<file path="config.mk">
export PLATFORM = sky130hd
export DESIGN_NAME = uart_rx_8n1
export DESIGN_NICKNAME = d
export VERILOG_FILES = /design/src/rtl/uart_rx_8n1_pkg.sv /design/src/rtl/uart_rx_8n1_sync2.sv /design/src/rtl/uart_rx_8n1.sv
export SDC_FILE = /design/constraint.sdc
export NUM_CORES = 1
export LEC_CHECK = 0
export CORE_UTILIZATION = 50
export DETAILED_ROUTE_END_ITERATION = 8
export PLACE_DENSITY = 0.78
export SLEW_MARGIN = 20
export SYNTH_ARGS = -nofsm -noshare
export SYNTH_HDL_FRONTEND = slang
export SYNTH_SLANG_ARGS = --single-unit
</file>
<file path="constraint.sdc">
create_clock -name clk -period 2.1 [get_ports clk]
set_clock_uncertainty 0.2 [all_clocks]
set_input_delay 0.315 -clock clk [delete_from_list [all_inputs] [get_ports clk]]
set_output_delay 0.315 -clock clk [all_outputs]
set_load 0.005 [all_outputs]
</file>
<file path="src/rtl/uart_rx_8n1_pkg.sv">
// Shared UART definitions: receiver state encoding and the default bit period,
// common to the 8N1 receiver and its matching transmitter.
package uart_rx_8n1_pkg;

    // 625 clocks per bit gives 19200 baud from a 12 MHz clock
    localparam int UART_CLKS_PER_BIT_DEFAULT = 625;

    typedef enum logic [2:0] {
        ST_IDLE  = 3'd0,
        ST_START = 3'd1,
        ST_DATA  = 3'd2,
        ST_STOP  = 3'd3,
        ST_BREAK = 3'd4
    } uart_rx_state_e;

endpackage

</file>
<file path="src/rtl/uart_rx_8n1_sync2.sv">
// Two-flop synchronizer for a single asynchronous input. Both flops reset
// high so an idle serial line is not mistaken for a start bit after reset.
module sync2 (
    input  logic clk,
    input  logic rst,
    input  logic d,
    output logic q
);

    logic meta_r;
    logic sync_r;

    // Shift the asynchronous input through two flops to settle metastability
    always_ff @(posedge clk or posedge rst) begin
        if (rst) begin
            meta_r <= 1'b1;
            sync_r <= 1'b1;
        end else begin
            meta_r <= d;
            sync_r <= meta_r;
        end
    end

    assign q = sync_r;

endmodule

</file>
<file path="src/rtl/uart_rx_8n1.sv">
// 8N1 UART receiver. Finds the falling edge of the start bit, re-checks it at
// mid-bit to reject glitches, then samples each data bit and the stop bit at
// the centre of its bit period. Good frames update rxbyte with a one-cycle
// rxdone pulse; a low stop bit gives a one-cycle rxerr pulse and the receiver
// waits for the line to return high before hunting for the next start bit.
module uart_rx_8n1
    import uart_rx_8n1_pkg::*;
#(
    parameter int CLKS_PER_BIT = UART_CLKS_PER_BIT_DEFAULT
) (
    input  logic       clk,
    input  logic       rst,
    input  logic       rx,
    output logic [7:0] rxbyte,
    output logic       rxdone,
    output logic       rxerr,
    output logic       busy
);

    localparam int CNT_W = $clog2(CLKS_PER_BIT);
    // Last count of a full bit period, and of half a bit (start-bit centre)
    localparam logic [CNT_W-1:0] CNT_FULL = CNT_W'(CLKS_PER_BIT - 1);
    localparam logic [CNT_W-1:0] CNT_HALF = CNT_W'(CLKS_PER_BIT / 2 - 1);
    localparam logic [CNT_W-1:0] CNT_ONE  = CNT_W'(1);

    logic           rx_s;
    uart_rx_state_e state_r;
    logic [CNT_W-1:0] cnt_r;
    logic [2:0]     bit_idx_r;
    logic [7:0]     shift_r;
    logic [7:0]     rxbyte_r;
    logic           rxdone_r;
    logic           rxerr_r;
    logic           busy_r;

    sync2 u_sync2 (
        .clk (clk),
        .rst (rst),
        .d   (rx),
        .q   (rx_s)
    );

    // Receive state machine with registered pulse, data and busy outputs
    always_ff @(posedge clk or posedge rst) begin
        if (rst) begin
            state_r   <= ST_IDLE;
            cnt_r     <= '0;
            bit_idx_r <= 3'd0;
            shift_r   <= 8'h00;
            rxbyte_r  <= 8'h00;
            rxdone_r  <= 1'b0;
            rxerr_r   <= 1'b0;
            busy_r    <= 1'b0;
        end else begin
            // Pulses are high for one cycle only unless re-asserted below
            rxdone_r <= 1'b0;
            rxerr_r  <= 1'b0;
            case (state_r)
                ST_IDLE: begin
                    cnt_r     <= '0;
                    bit_idx_r <= 3'd0;
                    if (rx_s == 1'b0) begin
                        state_r <= ST_START;
                        busy_r  <= 1'b1;
                    end else begin
                        state_r <= ST_IDLE;
                        busy_r  <= 1'b0;
                    end
                end
                ST_START: begin
                    if (cnt_r == CNT_HALF) begin
                        cnt_r <= '0;
                        // Still low at mid-bit: genuine start bit
                        if (rx_s == 1'b0) begin
                            state_r <= ST_DATA;
                        end else begin
                            state_r <= ST_IDLE;
                            busy_r  <= 1'b0;
                        end
                    end else begin
                        cnt_r <= cnt_r + CNT_ONE;
                    end
                end
                ST_DATA: begin
                    if (cnt_r == CNT_FULL) begin
                        cnt_r     <= '0;
                        shift_r   <= {rx_s, shift_r[7:1]};
                        bit_idx_r <= bit_idx_r + 3'd1;
                        if (bit_idx_r == 3'd7) begin
                            state_r <= ST_STOP;
                        end else begin
                            state_r <= ST_DATA;
                        end
                    end else begin
                        cnt_r <= cnt_r + CNT_ONE;
                    end
                end
                ST_STOP: begin
                    if (cnt_r == CNT_FULL) begin
                        cnt_r <= '0;
                        if (rx_s == 1'b1) begin
                            rxbyte_r <= shift_r;
                            rxdone_r <= 1'b1;
                            state_r  <= ST_IDLE;
                            busy_r   <= 1'b0;
                        end else begin
                            rxerr_r <= 1'b1;
                            state_r <= ST_BREAK;
                        end
                    end else begin
                        cnt_r <= cnt_r + CNT_ONE;
                    end
                end
                ST_BREAK: begin
                    // Hold off until the line is released so a long low
                    // level is never read as a new start bit
                    cnt_r <= '0;
                    if (rx_s == 1'b1) begin
                        state_r <= ST_IDLE;
                        busy_r  <= 1'b0;
                    end else begin
                        state_r <= ST_BREAK;
                    end
                end
                default: begin
                    state_r   <= ST_IDLE;
                    cnt_r     <= '0;
                    bit_idx_r <= 3'd0;
                    busy_r    <= 1'b0;
                end
            endcase
        end
    end

    assign rxbyte = rxbyte_r;
    assign rxdone = rxdone_r;
    assign rxerr  = rxerr_r;
    assign busy   = busy_r;

endmodule

</file>
=== After elaboration in Yosys (flattened, before gate mapping) ===
Index checks and enable logic that the tools add are counted.

* $add $sub $neg: 2
* Equality and inequality tests: 10
* Mux-type cells: 23
* Bitwise operators: 2
* Reduce and logical (&&, ||, !) cells: 8

{| class="wikitable"
|+ Operator list
! cell !! number
|-
| 2-to-1 mux 10 bit || 2
|-
| one-hot mux 10 bit (2 select lines) || 1
|-
| 2-to-1 mux 3 bit || 5
|-
| one-hot mux 3 bit (5 select lines) || 1
|-
| 2-to-1 mux 1 bit || 11
|-
| adder 10 x 1 -> 10 bit, second input constant || 1
|-
| == test 10 bit, second input constant || 1
|-
| == test 10 x 9 -> 1 bit, second input constant || 1
|-
| AND reduction 3 bit || 3
|-
| == test 3 x 2 -> 1 bit, second input constant || 2
|-
| == test 3 bit, second input constant || 2
|-
| inequality test 2 bit, second input constant || 3
|-
| one-hot mux 3 bit (2 select lines) || 1
|-
| one-hot mux 1 bit (5 select lines) || 1
|-
| AND reduction 2 bit || 2
|-
| adder 3 x 1 -> 3 bit, second input constant || 1
|-
| == test 3 x 1 -> 1 bit, second input constant || 1
|-
| logical NOT 3 bit || 1
|-
| OR reduction 3 bit || 1
|-
| 2-to-1 mux 2 bit || 1
|-
| inverter 1 bit || 2
|-
| OR reduction 2 bit || 1
|}

* Bits in registers: 37
* Output and inout port bits: 11
* Logic and storage cells: 55

=== Logic depth before layout (Yosys ltp) ===
* Depth in word-level cells: 4
* Gate-level depth with buffers: 7
* Depth with buffers taken out: 6

=== Cells and area by module ===
Synthesis repeated with hierarchy kept, for this count alone.

* Cell total of the unflattened synthesis: 150
* Area, all modules: 1766.7 um^2

{| class="wikitable"
|+ By module, submodules not included
! module !! times used !! cells each !! area each (um^2) !! seq. area each (um^2)
|-
| uart_rx_8n1 || 1 || 147 || 1710.4 || 875.8
|-
| sync2 || 1 || 3 || 56.3 || 52.6
|}

=== Worst setup path after synthesis ===
Ideal clock, no wire load.

* Path type: reg-to-reg
* Start: register cnt_r[0]
* End: register rxbyte_r[0] (netlist: rxbyte[0])
* Library setup time: 125 ps
* Arrival: 1639 ps
* Setup slack: 136 ps
* Cell stages (with the launch flop): 8
* Buffers on the path: 1
* Clock period less this slack: 1964 ps
* Cell sequence: dfrtp_1 > inv_1 > ha_1 > nand4b_2 > nor3_4 > and4_4 > buf_12 > mux2_4

* Cells in the longest elaborated chain, start to end: 2

{| class="wikitable"
|+ Ends and longest elaborated chain
! item !! RTL line !! RTL
|-
| start, declared || uart_rx_8n1.sv:28 || <nowiki>logic [CNT_W-1:0] cnt_r;</nowiki>
|-
| start signal, assigned || uart_rx_8n1.sv:81 || <nowiki>cnt_r <= cnt_r + CNT_ONE;</nowiki>
|-
| start signal, assigned || uart_rx_8n1.sv:95 || <nowiki>cnt_r <= cnt_r + CNT_ONE;</nowiki>
|-
| start signal, assigned || uart_rx_8n1.sv:111 || <nowiki>cnt_r <= cnt_r + CNT_ONE;</nowiki>
|-
| == test 10 bit || uart_rx_8n1.sv:99 || <nowiki>if (cnt_r == CNT_FULL) begin</nowiki>
|-
| AND reduction 3 bit (no line) || - ||
|-
| end signal, assigned || uart_rx_8n1.sv:102 || <nowiki>rxbyte_r <= shift_r;</nowiki>
|-
| end, declared || uart_rx_8n1.sv:31 || <nowiki>logic [7:0] rxbyte_r;</nowiki>
|}

Every way passes these cells.
A chain may end at the register's enable or synchronous reset.

=== Worst setup path in the final report ===
* Start: register cnt_r[0]
* End: register rxbyte_r[1] (netlist: rxbyte[1])

Same word-level chain as after synthesis.

==> summary.md <==
| Metric | Value |
|---|---|
| CP top delay family | `simple AND/OR/NAND/NOR gates` |
| Gr ovfl total | `0` |
| DIE AREA | `3660 µm²` |
| Status | `finished clean` |
| CTS Buffer Depth | `2` |
| Number of CTS-inserted buffers | `5` |
| Ratio of final minimum period to clock period | `95.9%` |
| Ranking of synthesized cells by area | `dfrtp_1 51%, mux2_4 7.0%, mux2_2 4.6%` |
| Area leader, netlist | `dfrtp_1` |
| Worst Hold Class | `reg2reg` |
| Setup_tns | `0 ps` |
| Synth top area share | `51.2%` |
| Lkg Pwr | `0.945 nW` |
| TritonCTS clock tree | `done` |
| Register area share after synthesis | `54.2%` |
| Final ANT Viol Nets | `0` |
| Initial DRC Count | `46` |
| Peak per-stage delay on the critical path | `430 ps` |
| Slew @ Worst Pin | `462 ps` |
| Post CTS Setup Buffer Count | `0` |
| First-pass GRT wire length | `5450 µm` |
| Endpoints failing setup | `0` |
| Synthesized area | `1710 µm²` |
| Critical path class | `reg2reg` |
| Fmax | `496 MHz` |
| GPL Wtd Cong | `0.831` |
| Vias in the first global route | `1210` |
| Hold Slack | `153 ps` |
| # IOs | `14` |
| Power Dens Cells | `658 nW/µm²` |
| Initial antenna violation count | `0` |
| Synth cell types | `40` |
| Drt pass-1 iters | `4` |
| Multi-input logic area | `732 µm²` |
| Layout cells sized above 1 | `26.1%` |
| Height of the die | `60.5 µm` |
| Worst path arrival time | `2040 ps` |
| Critical path cell sequence | `inv_1 > ha_1 > nand4b_2 > nor3_4 > and4_4 > mux2_4` |
| CTS clock-pin slew for the worst setup and hold paths | `120 ps` |
| Post-place setup slack | `-22.3 ps` |
| Synthesized netlist cell count | `135` |
| Pin count of the biggest net entering global routing | `38` |
| Required @ worst endpoint | `2130 ps` |
| CP max-delay cell | `dfrtp_1` |
| Syn_nets | `142` |
| Fin crit period | `2010 ps` |
| Placed wire-length estimate | `2250 µm` |
| Final net count | `167` |
| DR DRC count | `0` |
| Layout area overhead | `19.3%` |
| CTS Hold Bufs | `0` |
| Critical Path Fanout Max | `5` |
| Wire per inst | `15.6 µm` |
| CTS H-tree lvls | `2` |
| Worst-Skew Late Latency | `340 ps` |
| Area of the core | `3150 µm²` |
| Crit path launch type | `flip-flop` |
| Starting density of the core | `54.3%` |
| Final core utilization | `64.8%` |
| Fill cells | `247` |
| GRT Overall Usage | `20.4%` |
| Avg Inst Size Synth | `12.7 µm²` |
| # rows | `20` |
| # diodes | `0` |
| Ys Warns | `0` |
| Die width | `60.5 µm` |
| Sink Count | `37` |
| Reg area | `928 µm²` |
| Worst VDD drop | `498 µV` |
| I/O Buffers | `13` |
| Final Slew Violations | `0` |
| Via count | `1152` |
| Root Driver | `clkbuf_4` |
| Final wirelength | `3200 µm` |
| Max-cap violations | `0` |
| Setup ws final | `85.4 ps` |
| Drt via density | `5.62` |
| Pwr Total | `0.00134 W` |
| Hold Vio Cnt, Final | `0` |
| Slew HR | `69.2%` |
| CP Capture Type | `flip-flop` |
| Synthesis-stage register bit count | `37` |
| Worst Path Buf+Inv | `1` |
-- path summary, 6_finish.rpt --
kind,startpoint,to,slack (ps),cells past startpoint
worst max-delay path,cnt_r[0],rxbyte[1],90,6
worst min-delay path,u_sync2.meta_r,u_sync2.q,150,0
worst max register to register,cnt_r[0],rxbyte[1],90,6
worst min register to register,u_sync2.meta_r,u_sync2.q,150,0
max in group asynchronous,rst,u_sync2.meta_r,1190,3
min in group asynchronous,rst,cnt_r[4],160,3
-- kinds of logic after synthesis --
family          synth area share [%]
buf+inv                         3.95
fa+ha+maj                       2.92
flops                           54.2
compound gates                  8.26
mux                             12.3
xor+xnor                        4.09
simple gates                    14.3
-- cell type report --
| cell class | instances | share of cell area (%) |
|---|---|---|
| Clock buffer | 5 | 1.84 |
| Sequential cell | 37 | 45.5 |
| Inverter | 7 | 1.29 |
| Clock inverter | 3 | 3.19 |
| Multi-Input combinational cell | 87 | 35.8 |
| Tap cell | 44 | 2.70 |
| Timing Repair Buffer | 22 | 9.68 |
-- sequential cells by signal (all words and copies together) (netlist names) --
signal,cells
u_sync2.meta_r,1
rxdone,1
shift_r,8
bit_idx_r,3
rxerr,1
u_sync2.q,1
cnt_r,10
state_r,3
rxbyte,8
busy,1
-- layout by cell type (no fill, tap or decap), types with 3 or more instances in the layout --
cell	count
dfrtp_1	35
nor2_1	14
clkdlybuf4s50_1	13
buf_4	9
mux2_4	8
inv_1	7
mux2_2	7
xor2_1	6
clkbuf_4	5
nand2_1	4
ha_1	4
a21oi_1	3
o2bb2ai_1	3
nor3_1	3
nand3_1	3
-- where the power goes --
group / total [W] / leakage (nW) / internal, W / switching (W)
registers: 0.000718 / 0.490 / 0.000716 / 0.00000266
logic: 0.0000202 / 0.400 / 0.00000552 / 0.0000147
clock network: 0.000604 / 0.0552 / 0.000369 / 0.000236
-- timing repair --
item                                    in CTS  in global routing
gates cloned                                 0                  1
pin swaps                                    0                  1
gates resized for setup                      1                  3
endpoints found under the setup margin       8                 18
-- cell usage after synthesis, drive strengths merged --
cell     instances
and2             1
nor3             4
nor4             1
or3              1
and3             2
a21oi            3
dfstp            2
xor2             6
o41ai            1
clkbuf           1
nand4            2
nand2            4
mux2            16
inv              7
a32oi            2
xnor2            2
a22oi            1
a311oi           2
and4             2
a21o             3
dfrtp           35
nor3b            1
nand3            3
o311ai           1
o21ai            2
o31ai            1
nand4bb          1
nand4b           2
ha               4
nor2b            1
o2bb2ai          3
nor2            14
buf              4
-- stage by stage --
stage / instance area (µm²) / cells
2_1_floorplan: 1710 / 135
3_3_place_gp: 1920 / 196
3_5_place_dp: 1920 / 196
4_1_cts: 2030 / 204
5_1_grt: 2040 / 205
6_report: 2040 / 205
-- layer usage --
layer	vias to the layer above	routed length (µm)	track usage [%]
met5	-	0	0
met4	0	31	8.77
met3	5	81	3.84
met2	23	1690	36.7
met1	587	1390	23.8
li1	537	-	-
No activity file was read; power rests on OpenSTA's default activity.
